**src/rtl/alu.sv**
```systemverilog
// Purpose : packed-lane SIMD adder (4x8, 2x16 or 1x32 lanes), wrap or signed-saturating.
// Latency : 1 cycle, registered output, one result accepted every cycle.
// Backpr. : none; no handshake, the operands are sampled on every rising clk edge.
//
// Ports:
//   clk      rising-edge clock
//   rst      synchronous active-high reset, clears c
//   a, b     32-bit operands holding packed lanes
//   width    00 = four 8-bit lanes, 01 = two 16-bit lanes, 10/11 = one 32-bit lane
//   saturate 0 = wrap-around add, 1 = signed saturating add
//   c        registered packed lane sums
module alu (
    input  logic        clk,
    input  logic        rst,
    input  logic [31:0] a,
    input  logic [31:0] b,
    input  logic [1:0]  width,
    input  logic        saturate,
    output logic [31:0] c
);

    // Signed overflow happens only when both operands share a sign and the
    // sum's sign differs. An unsigned carry-out on its own is ignored.
    function automatic logic [7:0] add8(input logic [7:0] x,
                                        input logic [7:0] y,
                                        input logic       sat);
        logic [7:0] s;
        logic       ovf;
        s   = x + y;
        ovf = (x[7] == y[7]) && (s[7] != x[7]);
        if (sat && ovf)
            add8 = x[7] ? 8'h80 : 8'h7F;
        else
            add8 = s;
    endfunction

    function automatic logic [15:0] add16(input logic [15:0] x,
                                          input logic [15:0] y,
                                          input logic        sat);
        logic [15:0] s;
        logic        ovf;
        s   = x + y;
        ovf = (x[15] == y[15]) && (s[15] != x[15]);
        if (sat && ovf)
            add16 = x[15] ? 16'h8000 : 16'h7FFF;
        else
            add16 = s;
    endfunction

    function automatic logic [31:0] add32(input logic [31:0] x,
                                          input logic [31:0] y,
                                          input logic        sat);
        logic [31:0] s;
        logic        ovf;
        s   = x + y;
        ovf = (x[31] == y[31]) && (s[31] != x[31]);
        if (sat && ovf)
            add32 = x[31] ? 32'h8000_0000 : 32'h7FFF_FFFF;
        else
            add32 = s;
    endfunction

    // All three lane layouts are computed in parallel and the width selects
    // one. Each lane is its own adder, so carries never cross a lane boundary.
    logic [31:0] sum_8;
    logic [31:0] sum_16;
    logic [31:0] sum_32;
    logic [31:0] sum_sel;

    always_comb begin
        sum_8  = {add8(a[31:24], b[31:24], saturate),
                  add8(a[23:16], b[23:16], saturate),
                  add8(a[15:8],  b[15:8],  saturate),
                  add8(a[7:0],   b[7:0],   saturate)};
        sum_16 = {add16(a[31:16], b[31:16], saturate),
                  add16(a[15:0],  b[15:0],  saturate)};
        sum_32 = add32(a, b, saturate);
    end

    always_comb begin
        sum_sel = sum_32;
        case (width)
            2'b00:   sum_sel = sum_8;
            2'b01:   sum_sel = sum_16;
            default: sum_sel = sum_32;   // 2'b10 and 2'b11 both mean a single 32-bit lane
        endcase
    end

    // The output register is the only state. Reset takes priority over the
    // sum, so any result computed during reset is discarded.
    always_ff @(posedge clk) begin
        if (rst)
            c <= 32'h0000_0000;
        else
            c <= sum_sel;
    end

endmodule

```
**config.mk**
```make
export PLATFORM = sky130hd
export DESIGN_NAME = alu
export DESIGN_NICKNAME = d
export VERILOG_FILES = /design/src/rtl/alu.sv
export SDC_FILE = /design/constraint.sdc
export NUM_CORES = 1
export LEC_CHECK = 0
export ABC_AREA = 0
export BUFFER_PORTS_ARGS = -buffer_cell sky130_fd_sc_hd__buf_2
export CORE_ASPECT_RATIO = 0.8
export CORE_MARGIN = 5
export CORE_UTILIZATION = 25
export DETAILED_ROUTE_END_ITERATION = 12
export SYNTH_ARGS = -nofsm -noshare
export SYNTH_HDL_FRONTEND = slang
export SYNTH_SLANG_ARGS = --single-unit
```
**constraint.sdc**
```tcl
create_clock -name clk -period 3.8 [get_ports clk]
set_input_delay 0.57 -clock clk [delete_from_list [all_inputs] [get_ports clk]]
set_output_delay 0.57 -clock clk [all_outputs]
set_load 0.03 [all_outputs]
```
# ---- After elaboration in Yosys (flattened, before gate mapping)
# Cells that the tools add are included.
dict set report totals {
  reg_bits 32
  out_inout_bits 32
  elab_cells 50
}
dict set report op_classes {
  n_mux 15
  add_sub_neg 7
  n_eq_ne 12
  n_reduce_logical 15
}
# operator count
set op_table {}
lappend op_table {{$mux 16} 4}
lappend op_table {{$mux 32} 2}
lappend op_table {{$mux 8} 8}
lappend op_table {{$pmux 32 s2} 1}
lappend op_table {{$add 16x16->16} 2}
lappend op_table {{$add 32x32->32} 1}
lappend op_table {{$add 8x8->8} 4}
lappend op_table {{$logic_and 1x1->1} 14}
lappend op_table {{$ne 1x1->1} 7}
lappend op_table {{$eq 1x1->1} 4}
lappend op_table {{$eq 2x1->1 const B} 1}
lappend op_table {{$logic_not 2->1} 1}

# ---- Longest topological paths before layout
# Gate-level depths: netlist of the first run.
dict set report depth {
  word_depth 6
  mapped_depth 11
  depth_no_buf 11
}

# ---- Least setup slack after synthesis of the first run
# OpenSTA, ideal clock, no wires.
dict set report synth_timing {
  path_kind {in2reg}
  start {input a[20]}
  end {register c[22]}
  stages 10
  slack_ns 0.949
  t_arrival_ns 2.708
  n_path_buf 1
  cell_sequence {ha_1 -> buf_6 -> and3_2 -> a221oi_4 -> o21a_2 -> o21ai_4 -> mux2i_4 -> a211oi_4 -> nor3b_1 -> a221oi_1}
}
dict set report synth_between {
  elab_chain_len 6
}
# item line_no
set synth_lines {}
lappend synth_lines {{from (decl)} 15} ;# input logic [31:0] a,
lappend synth_lines {{$add 32x32->32 (tied with other cells)} 55} ;# s = x + y;
lappend synth_lines {{$ne 1x1->1 (on tied branches)} {56, 30, 43}}
lappend synth_lines {{$logic_and 1x1->1 (on tied branches)} {56, 30, 43}}
lappend synth_lines {{$logic_and 1x1->1 (on tied branches)} {57, 31, 44}}
lappend synth_lines {{$mux 32 (tied with other cells)} 57} ;# if (sat && ovf)
lappend synth_lines {{$pmux 32 s2 (*)} 82} ;# case (width)
lappend synth_lines {{to (signal assigned)} 95} ;# c <= sum_sel;
lappend synth_lines {{to (decl)} 19} ;# output logic [31:0] c
# Mark *: on every way between the ends. The rest lies on a longest branch, timed or not.
# A chain may end at the register's enable or synchronous reset.

# ---- Worst setup path in the final report of the first run
# Ends and elaborated chain as after synthesis.

==> results of run 1 <==
## power by group through the flow
| stage | Clock [mW] | Sequential [mW] | Combinational [mW] |
|---|---|---|---|
| finish | 0.483 | 0.392 | 0.820 |
| global route | 0.515 | 0.396 | 0.895 |
| CTS | 0.498 | 0.393 | 0.811 |
| detailed placement | 0 | 0.399 | 0.807 |
| global placement | 0 | 0.399 | 0.806 |
| floorplan | 0 | 0.488 | 0.497 |
## per-layer routing
layer  global-route usage, %  up-vias  wire length (um)
met1                   24.07     2076              7771
met5                       0        -                 0
met3                   2.952       19              1123
met4                   4.396        0               240
li1                        -     2253                 -
met2                   20.14      206              5694
## final cells by class
cell class	count	area [um2]	area share [%]
multi-input combinational	478	3211	65.13
sequential	32	640.6	12.99
timing repair buffer	110	575.6	11.68
tap	215	269.0	5.457
clock buffer	6	128.9	2.614
inverter	18	67.56	1.371
clock inverter	2	35.03	0.7107
antenna	1	2.502	0.05076
## stage by stage
step / hold WS, ps / utilization (%) / instance area, um2 / setup WS [ps]
6_report: 583.8 / 31.00 / 4930 / 627.3
5_1_grt: 602.1 / 31.00 / 4930 / 431.0
4_1_cts: 584.2 / 30.98 / 4927 / 673.1
3_5_place_dp: 898.9 / 29.95 / 4763 / 361.2
3_3_place_gp: 895.6 / 29.95 / 4763 / 388.3
2_1_floorplan: 733.6 / - / 4073 / 948.5
## kinds of logic (layout without fill, tap and decap cells)
logic type | count (synthesis) | in the layout | synth area share [%]
adders and majority gates | 35 | 35 | 11.49
buffers and inverters | 47 | 136 | 5.437
other | 0 | 1 | 0
AOI/OAI and AO/OA | 248 | 248 | 39.76
muxes | 5 | 5 | 1.536
DFF | 32 | 32 | 15.73
xor gates and xnor gates | 33 | 33 | 7.097
and+or+nand+nor | 157 | 157 | 18.96
## Yosys cell counts, types with 5 or more instances
library cell  number
a211oi_1           5
a21o_1            14
a21oi_1           58
a31oi_1           20
a41oi_1            6
and2_1             5
and3_1             5
buf_2             11
clkbuf_1          11
dfxtp_1           32
ha_1              31
inv_1             16
nand2_1           48
nand2b_1           5
nand3_1           12
nand4_1            9
nor2_1            38
nor3_1            11
o21a_1            10
o21ai_0           67
o21ai_1           14
o21bai_1           7
o22ai_1            5
or2_2              5
or3_1              5
xnor2_1           18
xor2_1            15
## path summary, 6_finish.rpt
path  cells past startpoint  endpoint  start
max                      10     c[22]  a[20]
min                       3     c[31]  a[31]
==> results summary, run 1 <==
The min-delay analysis places its worst path in the category in -> reg. The placed wire-length estimate after detailed placement is 11930 um. The worst setup path is captured at a flip-flop. The proportion of register bits with asynchronous set or reset after synthesis came out at 0%. The pin slew with the least headroom to its limit came out at 818.6 ps.

The number of distinct library cells after synthesis came out at 72. Setup repair after global routing left no endpoint under its margin. The share of total power dissipated in combinational logic is 48.4%.

The static power due to leakage is 2.093 nW. The number of flops mapped to enable cells by yosys is 0. The die covers 18960 um2.

The critical path in this run is classified as in -> reg. The largest net degree at the start of global routing is 38. For this design the total switching power over the nets is 708.7 uW. Among cell families on the critical path, the largest total delay comes from compound AO/OA/AOI/OAI gates. The synthesis-to-finish area growth is 21.04%. The post-synthesis sequential element count came out at 32. The switching part of the total power is 41.82%.

The overflow left after global routing is 0. The count of placed standard cells including taps came out at 853. The largest registers in the layout are c: 32 flops. Buffers placed on the I/O ports in this run total 100. The number of endpoints failing setup at the final stage came out at 0. The routed design has 14830 um of wire. In this run the biggest area consumer among cell types represents 15.73% of the synthesized area.

After the first detailed-routing iteration, the DRC count stood at 522. The buffers plus inverters on the worst setup path came out at 1. The effective utilization at floorplan is 25.61%. Max-cap violations in this run came to 0.

Averaged over all synthesized cells, the footprint is 7.312 um2. The clock transition at the registers of the reported paths came out at 60 ps. The count of standard-cell rows came out at 41. The sequential share of power is 23.1%. VDD sags by at most 0.0001439 V. In the layout the commonest cells are buf_2, o21ai_0, a21oi_1, nand2_1, nor2_1. The worst setup path is launched from a primary input. The maximum achievable frequency is 315.2 MHz. The net count of the mapped netlist is 661. The CTS tree is done. The flip-flop count of the largest register after layout came out at 32. The flow ran to the end, and the final reports show no timing, DRC or antenna violations. Dividing the detail-routed wire length by the instance count gives 17.20 um.

The largest stage delay on the critical path is 480 ps. The required time at the worst-slack endpoint came out at 3930 ps. The region available for standard cell placement spans 15900 um2. In the final design database the tool counted 749 nets. The portion of the clock cycle consumed by the worst path in the final layout is 83.49%. The first detailed-routing pass ran for 5 iterations.

The register name with the most flops is c. The deepest level of the CTS H-tree is 2. The final-layout setup total negative slack came out at 0 ps. The final-report max-slew violation count is 0. Power spread over the standard cell area amounts to 343.8 nW/um2. The total routing resource utilization after global routing is 15.18%. The post-route minimum period is 3173 ps.

Measured along the y axis, the die boundary spans 124.2 um. After clock tree synthesis, the setup repair step added 0 buffers. The warning count from the yosys run came out at 0. The maximum fanout along the worst path is 11. The total power after layout came out at 1.695 mW. The cell count after synthesis came out at 557. The quantity of hold-fixing buffers added after cts is 0. The share of final-layout standard cells stronger than drive strength 1 came out at 21.83%. The DRC violation count after routing came out at 0. The longest clock path from root to sink contains 2 buffers.

The global-route wire length before repair came out at 22690 um. The number of antenna violations at the first check in global routing was 1. CTS placed an instance of clkbuf_16 at the clock tree root. After synthesis, flip-flops and latches occupy 15.73% of the total area. The largest total area in the synthesized netlist belongs to dfxtp_1. The fraction of power consumed by the clock network came out at 28.5%. Clock tree synthesis inserted a total of 5 buffers. The worst relative slew slack came out at 45.43%. The via count normalized by instance count came out at 5.283.

The critical path data arrival time is 3300 ps. The via count of the first global-routing pass came out at 4091. Leaving out fill and tap cells, the most frequent cell in the layout is buf_2. The filler-free cell count of the finished design came out at 862.

The number of gates given a new drive strength after cts is 0. The routed via count came out at 4554. The signal on the critical path passes through buf_2 > ha_1 > and3_2 > a221oi_4 > o21a_2 > o21ai_4 > o21a_1 > a211oi_4 > nor3b_1 > a221oi_1. The filler cells instantiated in the layout total 1792. The I/O pin count is 101. The count of nets left with antenna violations once routing finished came out at 0.

The number of clock sinks is 32. Among all flip-flop cells after synthesis, the most frequent one is dfxtp_1. The summed instance area of the synthesized netlist is 4073 um2. In the post-synthesis netlist, the biggest area contributors are dfxtp_1, ha_1, o21ai_0. The number of failing hold endpoints at the final stage was 0. Among all stages on the critical path, the largest delay is contributed by a211oi_4.

The die width is 152.7 um. The internal power contribution came out at 986.0 uW. The global placement routability congestion is 0.9309.
Power figures use the tool's default switching activity.
==> inputs of run 2 (changes only) <==
==> constraint.sdc (replaced) <==
create_clock -name clk -period 3.3 [get_ports clk]
set_input_delay 0.495 -clock clk [delete_from_list [all_inputs] [get_ports clk]]
set_output_delay 0.495 -clock clk [all_outputs]
set_load 0.03 [all_outputs]
==> run 2 against run 1 <==
Compared with the run above:
- clock power increased by 13%
- setup slack got worse by 230 ps
- sequential cell count unchanged
- routed wire length increased by 0.31%
- combinational power increased by 20%
- critical endpoint is now c[18]
- largest cell class unchanged
==> results summary, run 2 (synthesis results as in run 1) <==
The layout has 1725 filler cells. The total routed wirelength is 14880 um. The deepest level of the CTS H-tree came out at 2. The maximum fanout along the worst path came out at 5. Counting both buffers and inverters, the worst setup path holds a total of 1. Setup repair after global routing left no endpoint under its margin.

The number of failing hold endpoints at the final stage was 0. The core region is 15900 um2. The tree is rooted in a clkbuf_16.

Post-CTS timing repair inserted 0 buffers for setup. In the routed design, unresolved DRC markers number 0. The largest net degree at the start of global routing came out at 38. The pin slew with the least headroom to its limit came out at 761.1 ps. For this configuration, the core starts out at a cell density of 25.61%.

The number of buffer cells added on primary ports is 100. The tightest hold path in the finished design has a slack of 520.1 ps. The global placement routability congestion is 0.9018.

Across the run, the number of max-cap violations was 0. At the worst endpoint, the required time is 3500 ps. The routed design could run at a clock period as short as 2905 ps. Timing would allow up to 344.3 MHz.

The area taken by multi-input logic gates is 3211 um2. The slowest stage of the critical path belongs to the cell fa_1. The top cell types in the final layout, fill and taps aside, are buf_2, o21ai_0, a21oi_1, nand2_1. The static power due to leakage is 2.225 nW. The total inserted antenna cells came out at 0.

The global-route wire length before repair is 23180 um. Walking the worst path, the cells encountered are buf_2 > ha_1 > fa_1 > a211oi_1 > o21ai_1 > nand3_1 > a21oi_1 > o21ai_0 > o21ai_0 > a221o_1 > a21oi_1. The maximum resistive drop on vdd is 0.0001628 V. Cells with a size suffix above 1 make up 25.07% of the layout.

The critical path data arrival time is 3110 ps. The number of endpoints failing setup at the final stage is 0. The clock transition at the registers of the reported paths came out at 60 ps.

The via count of the first global-routing pass was 4383. The worst setup path is launched from a primary input. The final-layout setup total negative slack came out at 0 ps. The startpoint identified for the worst hold timing path is a[31]. The number of DRC violations after detailed-routing iteration 0 came out at 393. Once the clock tree was built, the resizer swapped 0 gates to a different size. The die boundary height came out at 124.2 um.

The flip-flop count of the largest register after layout is 32. The I/O pin count is 101. Broken down by cell family, the worst path's largest delay share belongs to compound AO/OA/AOI/OAI gates. The area of all sequential standard cells is 640.6 um2. The path with the worst hold slack has its endpoint at c[31]. Measured against its own limit, the worst slew margin works out to 49.26%.

The final-report max-slew violation count is 0. TritonCTS built the clock tree. The number of antenna violations at the first check in global routing is 1. The run finished with clean final reports.

The number of clock sinks is 32. For this design, the CTS-stage hold fixing added 0 buffers. c holds more flip-flops than any other register. In this design, the stage delay of the slowest critical-path cell is 430 ps.

Buffers inserted during clock tree synthesis total 5. The synthesis-to-finish area growth is 26.14%. The clock tree buffer depth came out at 2. The die covers 18960 um2. The most common cell after layout, fill and taps aside is buf_2. The overflow left after global routing is 0. The net count reported at finish came out at 777. The via count normalized by instance count is 5.200. The total routing resource utilization after global routing came out at 15.09%. The min-delay analysis places its worst path in the category in -> reg.

The count of standard-cell rows came out at 41. The wire-length estimate of the detail-placed layout is 12170 um. The count of cell instances traversed by the critical path is 11. The final route contains 4623 vias. The final routed wire length divided by cell count came out at 16.73 um. The die width came out at 152.7 um. In the final layout, the registers with the most flip-flops are c: 32 flops.

The kind of critical path is in -> reg. The ratio of total power to cell area is 385.4 nW/um2. STA classifies the critical path endpoint as a flip-flop. The hold-critical path depth is 3.

The count of nets left with antenna violations once routing finished came out at 0. Dividing the final minimum period by the clock period gives 88.02%. The first detailed-routing pass ran for 7 iterations.
[run 2: changes by cell type in the layout (fill, tap and decap cells not counted), sizes merged]
| cell | previous run | this run |
|---|---|---|
| diode | 1 | 0 |
| buf | 110 | 138 |
[run 2: area by class of cell]
class	instances	share of cell area, %
clock buffers	6	2.509
clock inverters	2	0.6819
inverters	18	1.315
multi-input cells	478	62.49
flip-flops and latches	32	12.47
well taps	215	5.236
repair buffers	138	15.29
[run 2: how the worst max path moves through the flow]
stage           from     to  slack [ps]
4_1_cts         a[0]  c[28]         450
6_report        a[0]  c[18]         400
2_1_floorplan  a[20]  c[22]         520
3_3_place_gp    a[0]  c[22]         170
5_1_grt         a[0]  c[22]         240
3_5_place_dp    a[0]  c[28]         160
[run 2: routing by layer]
layer	GRT usage, %	vias up	routed length (um)
met5	0	-	11
met4	2.949	2	121
met3	3.960	9	1241
met2	22.15	183	5906
met1	22.21	2116	7593
li1	-	2313	-
[run 2: through the flow]
stage	cells	worst slack [ps]	total power, mW	utilization [%]	area (um2)
2_1_floorplan	557	523.5	1.134	-	4073
3_3_place_gp	881	168.3	1.426	31.27	4974
3_5_place_dp	881	162.0	1.430	31.27	4974
4_1_cts	889	446.2	1.985	32.31	5137
5_1_grt	889	243.3	2.103	32.31	5137
6_report	889	395.5	1.980	32.31	5137
[run 2: where the power goes]
group          switching [mW]  internal, mW
sequential             0.0150         0.438
combinational           0.604         0.378
clock                   0.190         0.355
total                   0.809          1.17
==> inputs of run 3 (changes only) <==
--- a/config.mk
+++ b/config.mk
@@ -9,7 +9,8 @@
 export BUFFER_PORTS_ARGS = -buffer_cell sky130_fd_sc_hd__buf_2
 export CORE_ASPECT_RATIO = 0.8
 export CORE_MARGIN = 5
-export CORE_UTILIZATION = 25
+export CORE_UTILIZATION = 35
+export CTS_BUF_LIST = sky130_fd_sc_hd__clkbuf_4
 export DETAILED_ROUTE_END_ITERATION = 12
 export SYNTH_ARGS = -nofsm -noshare
 export SYNTH_HDL_FRONTEND = slang
==> run 3 against run 2 <==
Compared with the run above:
- final area decreased by 3.5%
- clock-buffer cell count decreased by 1
- routed wire length decreased by 3.4%
- critical endpoint is now c[4]
- sequential cell count unchanged
- utilization increased by 11 points
- critical path depth unchanged
- first-iteration DRC count increased by 30%
- clock power decreased by 52%
- non-clock buffer count decreased by 2
- largest cell class unchanged
- sequential share of layout area increased by 0.46 points
==> results summary, run 3 (synthesis results as in run 1) <==
The global placement routability congestion is 0.9284. The post-route minimum period is 2879 ps. The maximum achievable frequency came out at 347.3 MHz. The critical path capture point type is a flip-flop.

The number of failing hold endpoints at the final stage was 0. The total overflow left after global routing is 0. The final-report max-slew violation count is 0. In this design, the stage delay of the slowest critical-path cell is 490 ps. TritonCTS built the clock tree.

The kind of launch point of the worst setup path is a primary input. The critical path data arrival time is 3140 ps. The total power after layout came out at 1.694 mW. The final routed wire length divided by cell count came out at 17.53 um. The maximum fanout along the worst path is 9. The area enclosed by the die boundary is 13910 um2.

The worst relative slew slack came out at 47.34%. Once detail routing completed, the nets flagged for antenna violations numbered 0. The sequential share of power is 26.5%. The number of endpoints failing setup at the final stage came out at 0. The setup slack of the critical path after layout came out at 421.0 ps.

For this design the top-level I/O count stands at 101. For the worst setup path, the data required time is 3560 ps. The number of clock sinks is 32. The flip-flop count of the largest register after layout is 32. The library cell used most frequently in the layout, excluding fill and tap cells, is buf_2. Walking the worst path, the cells encountered are buf_2 > ha_1 > nand4_1 > a21oi_1 > a21oi_4 > buf_4 > a22oi_1 > o21ai_1 > nand2_4 > a21oi_2 > o41ai_2. Entering global routing, the biggest net connects 38 pins. The synthesis-to-finish area growth came out at 21.69%. The number of antenna violations at the first check in global routing is 0. Summed over all layers, the routed wires come to 14370 um. Clock tree synthesis selected as its root buffer the cell clkbuf_4. The largest registers in the layout are c: 32 flops. The share of final-layout standard cells stronger than drive strength 1 is 25.00%. Before CTS, the worst setup slack after placement is 105.1 ps. The first detailed-routing pass ran for 5 iterations. The total routing resource utilization after global routing is 20.18%. For this run, the post-layout net count is 775. The startpoint of the worst hold path is a[31].

The flow ran to the end, and the final reports show no timing, DRC or antenna violations. The global-route wire length before repair came out at 22560 um. The total CTS buffers is 5. For this design the ratio of total power to cell area is 341.7 nW/um2. For the final routed database, the setup TNS stands at 0 ps. The path with the worst hold slack has its endpoint at c[31]. The register with the most flip-flops in the final layout is c. The placeable core area came out at 11470 um2. The first routing iteration left 509 violations. Dividing the detail-routed via count by the number of cells gives 5.800. The quantity of hold-fixing buffers added after cts came out at 0. The DRC violation count after routing is 0. VDD sags by at most 0.0001460 V. The internal power of the cells totals 897.4 uW.

The portion of the clock cycle consumed by the worst path in the final layout is 87.24%. The end-of-flow core utilization is 43.20%. The die width came out at 130.6 um. Combinational cells account for 58.2% of the total power. The buffer count from post-CTS setup fixing came out at 0. Among all stages on the critical path, the largest delay is contributed by a22oi_1.

The top cell types in the final layout, fill and taps aside, are buf_2, o21ai_0, a21oi_1, nand2_1, nor2_1. The pin slew with the least headroom to its limit came out at 789.9 ps. The total inserted antenna cells is 0. The via count of the first global-routing pass is 4425. The number of gates given a new drive strength after cts came out at 0. The filler cells instantiated in the layout total 1212. The critical path is of the in -> reg type. The reported max-cap violation count is 0.

Clock-pin slew was measured on the worst setup and hold paths at 130 ps. In this run the tool buffered the top-level ports with 100 buffer cells. Setup repair after global routing left no endpoint under its margin. The routed via count is 4756. The placed wire-length estimate after detailed placement is 11660 um.

The path class of the lowest-slack min-delay path is in -> reg. The H-tree generated during clock tree synthesis spans 2 levels. The die boundary height is 106.5 um.

The worst hold path was traced through 3 stages. The clock network accounts for 15.4% of the total power. The effective utilization at floorplan came out at 35.50%.

The count of standard-cell rows came out at 35. The clock tree buffer depth came out at 2. The static power due to leakage is 2.182 nW. The net switching power figure is 796.3 uW. Of the total power, the share spent switching nets is 47.02%.
[run 3: cell count changes in the layout (fill, tap and decap cells not counted)]
cell,change
bufinv_16,-1
clkbuf_16,-5
clkbuf_4,+5
buf_12,+2
buf_4,-4
clkinv_2,+1
clkbuf_1,-1
clkinv_4,+1
[run 3: per-layer routing]
metal | GRT usage [%] | vias up | part of all wire, %
li1 | - | 2316 | -
met1 | 32.53 | 2184 | 49
met2 | 28.40 | 243 | 40
met3 | 2.712 | 13 | 9.7
met4 | 3.084 | 0 | 1.0
met5 | 0 | - | 0
[run 3: critical path, delay by kind of cell]
family / cells / cell delay (ps)
compound gates: 6 / 1580
fa+ha+maj: 1 / 470
buf+inv: 2 / 280
simple gates: 2 / 300
[run 3: cell type report]
type / instances / area [um2] / share of cell area (%)
repair buffers: 136 / 795.8 / 16.06
well taps: 148 / 185.2 / 3.736
clock inverters: 3 / 18.77 / 0.3787
multi-input cells: 478 / 3211 / 64.78
clock buffers: 5 / 37.54 / 0.7574
flip-flops and latches: 32 / 640.6 / 12.93
inverters: 18 / 67.56 / 1.363
[run 3: worst max-delay path by stage]
stage	cells past startpoint	to	startpoint	slack, ps
4_1_cts	11	c[2]	a[6]	500
3_3_place_gp	11	c[4]	a[6]	130
6_report	11	c[4]	a[8]	420
3_5_place_dp	11	c[2]	a[18]	110
5_1_grt	11	c[4]	a[2]	270
2_1_floorplan	10	c[22]	a[20]	520
[run 3: power by group through the flow]
stage                     logic, mW  registers, mW  clock network (mW)
after floorplan               0.572          0.562                   0
after global placement        0.959          0.457                   0
after detailed placement      0.970          0.457                   0
after CTS                     0.974          0.449               0.272
after global routing           1.08          0.455               0.284
final                         0.985          0.448               0.260
[run 3: stage by stage]
stage                     hold WS [ps]  instances  instance area (um2)
final                            425.6        820                 4956
after global routing             415.3        820                 4956
after CTS                        413.8        820                 4956
after detailed placement         821.9        812                 4900
after global placement           808.8        812                 4900
after floorplan                  658.6        557                 4073
